$ cat src/rtl/picomips_sequencer_if.sv
// Sequencer-side bus: pass control, program-memory fetch and datapath strobes.
interface picomips_sequencer_if #(
    parameter int ADDR_WIDTH = 6,
    parameter int I_WIDTH    = 12
);
    logic                  start;
    logic                  abort;
    logic                  dp_ready;
    logic [I_WIDTH-1:0]    instr;
    logic [ADDR_WIDTH-1:0] pc;
    logic                  acc_clr;
    logic                  mul_en;
    logic                  add_en;
    logic [2:0]            coef_sel;
    logic [2:0]            tap_off;
    logic                  busy;
    logic                  done;
    logic                  err;

    modport master (
        input  start, abort, dp_ready, instr,
        output pc, acc_clr, mul_en, add_en, coef_sel, tap_off, busy, done, err
    );

    modport slave (
        output start, abort, dp_ready, instr,
        input  pc, acc_clr, mul_en, add_en, coef_sel, tap_off, busy, done, err
    );
endinterface

$ cat src/rtl/picomips_sequencer.sv
// picoMIPS FIR sequencer: fetches 12-bit instructions and issues single-cycle
// MUL/ADD strobes to the datapath, one program pass per start pulse.
module picomips_sequencer #(
    parameter int ADDR_WIDTH = 6,
    parameter int I_WIDTH    = 12
) (
    input  logic                 clk,
    input  logic                 reset_n,
    picomips_sequencer_if.master bus
);
    typedef enum logic [2:0] {S_IDLE, S_FETCH, S_EXEC, S_DONE, S_ERROR} state_t;

    localparam logic [5:0] OP_NOP = 6'd0;
    localparam logic [5:0] OP_MUL = 6'd1;
    localparam logic [5:0] OP_ADD = 6'd2;
    localparam logic [5:0] OP_END = 6'd3;

    state_t                state, state_n;
    logic [ADDR_WIDTH-1:0] pc, pc_n;
    logic [I_WIDTH-1:0]    ir;
    logic                  err, err_n;
    logic                  acc_clr, acc_clr_n;
    logic                  advance;
    logic                  strobe;
    logic [5:0]            op;

    assign op = ir[11:6];

    always_ff @(posedge clk or negedge reset_n) begin
        if (!reset_n) begin
            state   <= S_IDLE;
            pc      <= '0;
            ir      <= '0;
            err     <= 1'b0;
            acc_clr <= 1'b0;
        end else begin
            state   <= state_n;
            pc      <= pc_n;
            err     <= err_n;
            acc_clr <= acc_clr_n;
            if (state == S_FETCH) ir <= bus.instr;
        end
    end

    always_comb begin
        state_n   = state;
        pc_n      = pc;
        err_n     = err;
        acc_clr_n = 1'b0;
        advance   = 1'b0;
        unique case (state)
            S_IDLE: begin
                pc_n = '0;
                if (bus.start && !bus.abort) begin
                    state_n   = S_FETCH;
                    err_n     = 1'b0;
                    acc_clr_n = 1'b1;
                end
            end
            S_FETCH: state_n = S_EXEC;
            S_EXEC: begin
                case (op)
                    OP_NOP:         advance = 1'b1;
                    OP_MUL, OP_ADD: advance = bus.dp_ready;
                    OP_END:         state_n = S_DONE;
                    default: begin
                        state_n = S_ERROR;
                        err_n   = 1'b1;
                    end
                endcase
            end
            S_DONE, S_ERROR: begin
                state_n = S_IDLE;
                pc_n    = '0;
            end
            default: state_n = S_IDLE;
        endcase

        // The last address never wraps back into the program; it ends the pass in error.
        if (advance) begin
            if (pc == {ADDR_WIDTH{1'b1}}) begin
                state_n = S_ERROR;
                err_n   = 1'b1;
            end else begin
                state_n = S_FETCH;
                pc_n    = pc + 1'b1;
            end
        end

        if (bus.abort && state != S_IDLE) begin
            state_n   = S_IDLE;
            pc_n      = '0;
            err_n     = err;
            acc_clr_n = 1'b0;
        end
    end

    // Strobes and fields decode from state and ir only, so they hold steady through a stall.
    assign bus.mul_en   = (state == S_EXEC) && (op == OP_MUL);
    assign bus.add_en   = (state == S_EXEC) && (op == OP_ADD);
    assign strobe       = bus.mul_en || bus.add_en;
    assign bus.coef_sel = strobe ? ir[5:3] : 3'd0;
    assign bus.tap_off  = strobe ? ir[2:0] : 3'd0;
    assign bus.busy     = (state == S_FETCH) || (state == S_EXEC) || (state == S_DONE);
    assign bus.done     = (state == S_DONE);
    assign bus.err      = err;
    assign bus.acc_clr  = acc_clr;
    assign bus.pc       = pc;
endmodule

$ cat src/flat_wrapper.sv
// flat-port wrapper written by rule: the top's interface ports become plain ports
module picomips_sequencer_flat 
#(
    parameter int ADDR_WIDTH = 6,
    parameter int I_WIDTH    = 12
)
  (clk, reset_n, bus_start, bus_abort, bus_dp_ready, bus_instr, bus_pc, bus_acc_clr, bus_mul_en, bus_add_en, bus_coef_sel, bus_tap_off, bus_busy, bus_done, bus_err);
  picomips_sequencer_if #(.ADDR_WIDTH(ADDR_WIDTH), .I_WIDTH(I_WIDTH)) bus_i ();
  input  logic clk;
  input  logic reset_n;
  input wire logic [$bits(bus_i.start)-1:0] bus_start;
  input wire logic [$bits(bus_i.abort)-1:0] bus_abort;
  input wire logic [$bits(bus_i.dp_ready)-1:0] bus_dp_ready;
  input wire logic [$bits(bus_i.instr)-1:0] bus_instr;
  output wire logic [$bits(bus_i.pc)-1:0] bus_pc;
  output wire logic [$bits(bus_i.acc_clr)-1:0] bus_acc_clr;
  output wire logic [$bits(bus_i.mul_en)-1:0] bus_mul_en;
  output wire logic [$bits(bus_i.add_en)-1:0] bus_add_en;
  output wire logic [$bits(bus_i.coef_sel)-1:0] bus_coef_sel;
  output wire logic [$bits(bus_i.tap_off)-1:0] bus_tap_off;
  output wire logic [$bits(bus_i.busy)-1:0] bus_busy;
  output wire logic [$bits(bus_i.done)-1:0] bus_done;
  output wire logic [$bits(bus_i.err)-1:0] bus_err;
  assign bus_i.start = bus_start;
  assign bus_i.abort = bus_abort;
  assign bus_i.dp_ready = bus_dp_ready;
  assign bus_i.instr = bus_instr;
  assign bus_pc = bus_i.pc;
  assign bus_acc_clr = bus_i.acc_clr;
  assign bus_mul_en = bus_i.mul_en;
  assign bus_add_en = bus_i.add_en;
  assign bus_coef_sel = bus_i.coef_sel;
  assign bus_tap_off = bus_i.tap_off;
  assign bus_busy = bus_i.busy;
  assign bus_done = bus_i.done;
  assign bus_err = bus_i.err;
  picomips_sequencer #(.ADDR_WIDTH(ADDR_WIDTH), .I_WIDTH(I_WIDTH)) u_core (.clk(clk), .reset_n(reset_n), .bus(bus_i));
endmodule
$ cat config.mk
export PLATFORM = sky130hd
export DESIGN_NAME = picomips_sequencer_flat
export DESIGN_NICKNAME = d
export VERILOG_FILES = /design/src/rtl/picomips_sequencer_if.sv /design/src/rtl/picomips_sequencer.sv /design/src/flat_wrapper.sv
export SDC_FILE = /design/constraint.sdc
export NUM_CORES = 1
export LEC_CHECK = 0
export CAP_MARGIN = 40
export CORE_MARGIN = 3
export CORE_UTILIZATION = 40
export CTS_CLUSTER_SIZE = 28
export DETAILED_ROUTE_END_ITERATION = 8
export GPL_TIMING_DRIVEN = 0
export PLACE_DENSITY = 0.66
export SKIP_CTS_REPAIR_TIMING = 1
export SLEW_MARGIN = 20
export SYNTH_ARGS = -nofsm -noshare
export SYNTH_HDL_FRONTEND = slang
export SYNTH_SLANG_ARGS = --single-unit
$ cat constraint.sdc
create_clock -name clk -period 2.8 [get_ports clk]
set_clock_uncertainty 0.15 [all_clocks]
set_input_delay 0.28 -clock clk [delete_from_list [all_inputs] [get_ports clk]]
set_output_delay 0.28 -clock clk [all_outputs]
set_load 0.005 [all_outputs]
Yosys cells after proc, flatten, opt, wreduce, memory -nomap -nowiden
Index checks and enable logic that the tools add are counted.

$add $sub $neg: 1. Equal/unequal tests: 10. Muxes and demuxes: 22. Reductions and logical operators: 16.

Operators by type and width (count): $mux W6 (4); $mux W3 (6); $eq A6 B2 Y1 const B (2); $pmux W3 S3 (1); $mux W1 (8); $add A6 B1 Y6 const B (1); $eq A3 B2 Y1 const B (2); $eq A6 B1 Y1 const B (1); $eq A6 B6 Y1 const B (1); $logic_not A6 Y1 (1); $pmux W3 S2 (1); $reduce_or A3 Y1 (2); $logic_and A1 B1 Y1 (4); $ne A4 B1 Y1 const B (1); $ne A4 B2 Y1 const B (1); $pmux W1 S2 (2); $reduce_or A4 Y1 (1); $eq A3 B1 Y1 const B (1); $eq A3 B3 Y1 const B (1); $logic_not A3 Y1 (1); $logic_or A1 B1 Y1 (3); $reduce_bool A3 Y1 (1); $reduce_and A2 Y1 (1); $reduce_or A2 Y1 (1); $logic_not A1 Y1 (1).

Register bits after elaboration: 23. Output and inout port bits: 18. Logic and storage cells: 54.

Depth between registers and ports, before layout
Depth after elaboration: 6. Depth in mapped cells: 5. Mapped depth without buffers: 5.

Worst setup path after synthesis
Ideal clock, no wire load.

Path kind: reg-to-output. Start point: register u_core.ir[9]. End point: output bus_coef_sel[0]. Arrival time: 1.504 ns. Path slack: 0.866 ns. Cell stages (with the launch flop): 5. Buffers on the path: 1. Cell sequence: dfrtp_1 or4_4 buf_6 nor3_1 and2_1.

Cells in the longest elaborated chain, start to end: 4. Elaborated cells between the ends (all ways): 6. Classes of those cells: eq/ne (2); mux (1); reduce/logical (3).

Ends and longest elaborated chain: start, declared (RTL line picomips_sequencer.sv:20) `logic [I_WIDTH-1:0] ir;`; start signal, assigned (RTL line picomips_sequencer.sv:41) `if (state == S_FETCH) ir <= bus.instr;`; $eq A6 B1 Y1 / $eq A6 B2 Y1 (equally long branches) (RTL line picomips_sequencer.sv:99, picomips_sequencer.sv:100); $logic_and A1 B1 Y1 (on tied branches) (RTL line picomips_sequencer.sv:99, picomips_sequencer.sv:100); $logic_or A1 B1 Y1 (*) (RTL line picomips_sequencer.sv:101) `assign strobe = bus.mul_en || bus.add_en;`; $mux W3 (*) (RTL line picomips_sequencer.sv:102) `assign bus.coef_sel = strobe ? ir[5:3] : 3'd0;`; end, declared (RTL line flat_wrapper.sv:19) `output wire logic [$bits(bus_i.coef_sel)-1:0] bus_coef_sel;`.

Mark *: on every way between the ends. The rest lies on a longest branch, timed or not.

Worst setup path after layout
Start point: register u_core.ir[9]. End point: output bus_tap_off[0].

Cells in the longest elaborated chain, start to end: 4. Elaborated cells between the ends (all ways): 6. Classes of those cells: eq/ne (2); mux (1); reduce/logical (3).

Ends and longest elaborated chain: $eq A6 B1 Y1 / $eq A6 B2 Y1 (equally long branches) (RTL line picomips_sequencer.sv:99, picomips_sequencer.sv:100); $logic_and A1 B1 Y1 (on tied branches) (RTL line picomips_sequencer.sv:99, picomips_sequencer.sv:100); $logic_or A1 B1 Y1 (*) (RTL line picomips_sequencer.sv:101); $mux W3 (*) (RTL line picomips_sequencer.sv:103) `assign bus.tap_off = strobe ? ir[2:0] : 3'd0;`; end, declared (RTL line flat_wrapper.sv:20) `output wire logic [$bits(bus_i.tap_off)-1:0] bus_tap_off;`.

Marks and branches as above.

==> impl_metrics.yaml <==
floorplan:
  initial_core_util_pct: 42.8
  dieHeight_um: 60.8
  core_um2: 2810
  chipWidth_um: 60.8
  die_area_um2: 3690
  num_io_pins: 35
  num_rows: 19
final_layout:
  layout_common_cells: "30 x clkdlybuf4s50_1, 23 x dfrtp_1, 12 x mux2_2, 9 x nor2_1, 7 x and2_1"
  drive_above_1_share_pct: 15.7
  nets: 172
  fin_util_pct: 58.5
  layout_commonest_cell: "clkdlybuf4s50_1"
  antenna_cells: 0
  nFillCells: 275
  syn2layout_area_growth_pct: 36.7
placement:
  gp_congestion: 0.750
  hpwl_um: 2020
  place_ws_ns: 0.104
  portBuffers: 34
power:
  p_int_uw: 677
  swShare_pct: 31.9
  cellLeakagePower_uw: 0.000719
  p_clk_share_pct: 15.7
  ir_drop_v: 0.000321
  p_comb_share_pct: 35.8
  power.switching_uw: 316
  powerDensity_nw_per_um2: 606
  p_total_uw: 993
  seqPwrFrac_pct: 48.5
setup_path:
  r2r_start: "u_core.ir[9]"
  critPathRequiredTime_ns: 2.37
  r2r_cells: 5
  startpoint: "u_core.ir[9]"
  r2r-end: "u_core.bus.pc[2]"
  start_kind: "flop"
  crit_path_end_kind: "output pin"
  worstPathMaxFanout: 7
  critPathKind: "flop to output pin"
  rrSetupSlack_ns: 0.69
  crit_arrival_ns: 2.34
route:
  route.met3.wl_um: 119
  wl_met2_um: 1230
  drc_errors: 0
  route.top_layer_used: "met4"
  vias: 1003
  viasPerCell: 5.45
  wirelength_met1_um: 1220
  wl_per_cell_um: 14.2
  ant_nets: 0
  drt_iter0_drc: 18
  wl_um: 2620
  first_pass_iters: 4
synthesis:
  async_flop_share_pct: 100
  syn_avg_cell_area_um2: 10.4
  ys_ff_latch: 23
  synth_area_um2: 1200
  synth_ff_type: "dfrtp_1"
  ys.warnings.count: 0
  synth_nets: 133
  yosysUniqueCellTypes: 41
  syn_inst: 115
  yosysSeqAreaShare_pct: 48.0
  synth_edf_count: 0
global_routing:
  grt_pass1_vias: 963
  gr-usage-all-layers_pct: 15.6
  antenna_found_initial: 0
  grt_pass1_wl_um: 4240
  grt_max_degree: 13
  overflow: 0
job:
  maxCapViolations: 0
clock_tree:
  clkLatencyLatePin_ns: 0.31
  clkTransAtPathRegs_ns: 0.13
  clock-sinks: 23
  cts_made_buffers: 3
  tritoncts: "built"
  htreeDepth: 1
  clk_path_buf_depth: 2
  cts-root-buf: "clkbuf_4"
sta:
  tightest_slew_ns: 0.632
  fin_crit_sh_pct: 98.9
  finalHoldWorstSlack_ns: 0.171
  drv_slew: 0
  final.setup.tns_ns: 0
  setup_slack_ns: 0.0310
  fmax_ghz: 0.361
  hold_violations: 0
  fin_crit_ns: 2.77
  slew_headroom_pct: 57.8
  setup_viol: 0
  grt_setup_unrepaired: "yes"
outcome:
  outcome: "finished, final reports clean"
min_path:
  hold_path_class: "input port to async pin"
[layout make-up]
class	count	area, um2	area share (%)
plain buffers	4	23.8	1.45
well taps	31	38.8	2.36
inverters	5	18.8	1.14
flip-flops and latches	23	576	35.1
clock buffers	4	26.3	1.60
repair buffers	35	365	22.3
multi-input cells	82	592	36.1
[power groups by stage]
stage / clock (uW) / combinational (uW) / sequential [uW]
final: 156 / 356 / 482
after global routing: 174 / 393 / 496
after global placement: 0 / 337 / 485
after CTS: 164 / 346 / 483
after floorplan: 0 / 247 / 477
after detailed placement: 0 / 346 / 491
[state kept, by name, indices dropped and copies added (netlist names)]
register / flops
u_core.bus.acc_clr: 1
u_core.bus.err: 1
u_core.state: 3
u_core.ir: 12
u_core.bus.pc: 6
[logic make-up (layout without fill, tap and decap cells)]
logic type	Yosys count	count (layout)	share of synthesized area, %
compound gates	22	22	13.0
mux	13	13	12.1
buf+inv	10	48	3.86
xor+xnor	1	1	0.730
simple gates	45	45	21.3
flops	23	23	48.0
fa+ha+maj	1	1	1.04
[worst max-delay path by stage]
stage / slack, ns / depth (start not counted) / end
after global placement: 0.13 / 5 / bus_coef_sel[0]
after global routing: -0.08 / 5 / bus_coef_sel[1]
after floorplan: 0.87 / 4 / bus_coef_sel[0]
after detailed placement: 0.10 / 5 / bus_coef_sel[1]
after CTS: -0.28 / 5 / bus_coef_sel[1]
final: 0.03 / 5 / bus_tap_off[0]
[through the flow]
stage	cell area, um2	instances
2_1_floorplan	1200	115
3_3_place_gp	1580	180
3_5_place_dp	1590	181
4_1_cts	1620	185
5_1_grt	1640	184
6_report	1640	184
[per-layer routing]
| metal | up-vias | GRT usage (%) |
|---|---|---|
| li1 | 496 | - |
| met1 | 470 | 20.4 |
| met2 | 31 | 24.9 |
| met3 | 6 | 2.55 |
| met4 | 0 | 7.74 |
| met5 | - | 0 |
[cell usage after synthesis, types with 2 or more instances]
cell,number,area share [%]
a21oi_1,3,1.3
a31oi_1,2,1.0
inv_1,5,1.6
o21ai_1,2,0.83
dfrtp_1,23,48
mux2_2,12,11
nor2b_1,2,1.0
nor3_1,5,2.1
o2111ai_1,4,2.9
clkbuf_1,3,0.94
o21ai_0,2,0.83
nand3_1,5,2.1
nand2_1,3,0.94
and2_1,7,3.6
nor2_1,10,3.1
nor3b_1,2,1.3
[worst max-delay path, cell delays in order, from the launching register on]
cell             delay [ns]
dfrtp_1                0.40
or4_4                  0.53
buf_6                  0.15
nor3_4                 0.26
and2_1                 0.17
clkdlybuf4s50_1        0.51
Power figures use the tool's default switching activity.
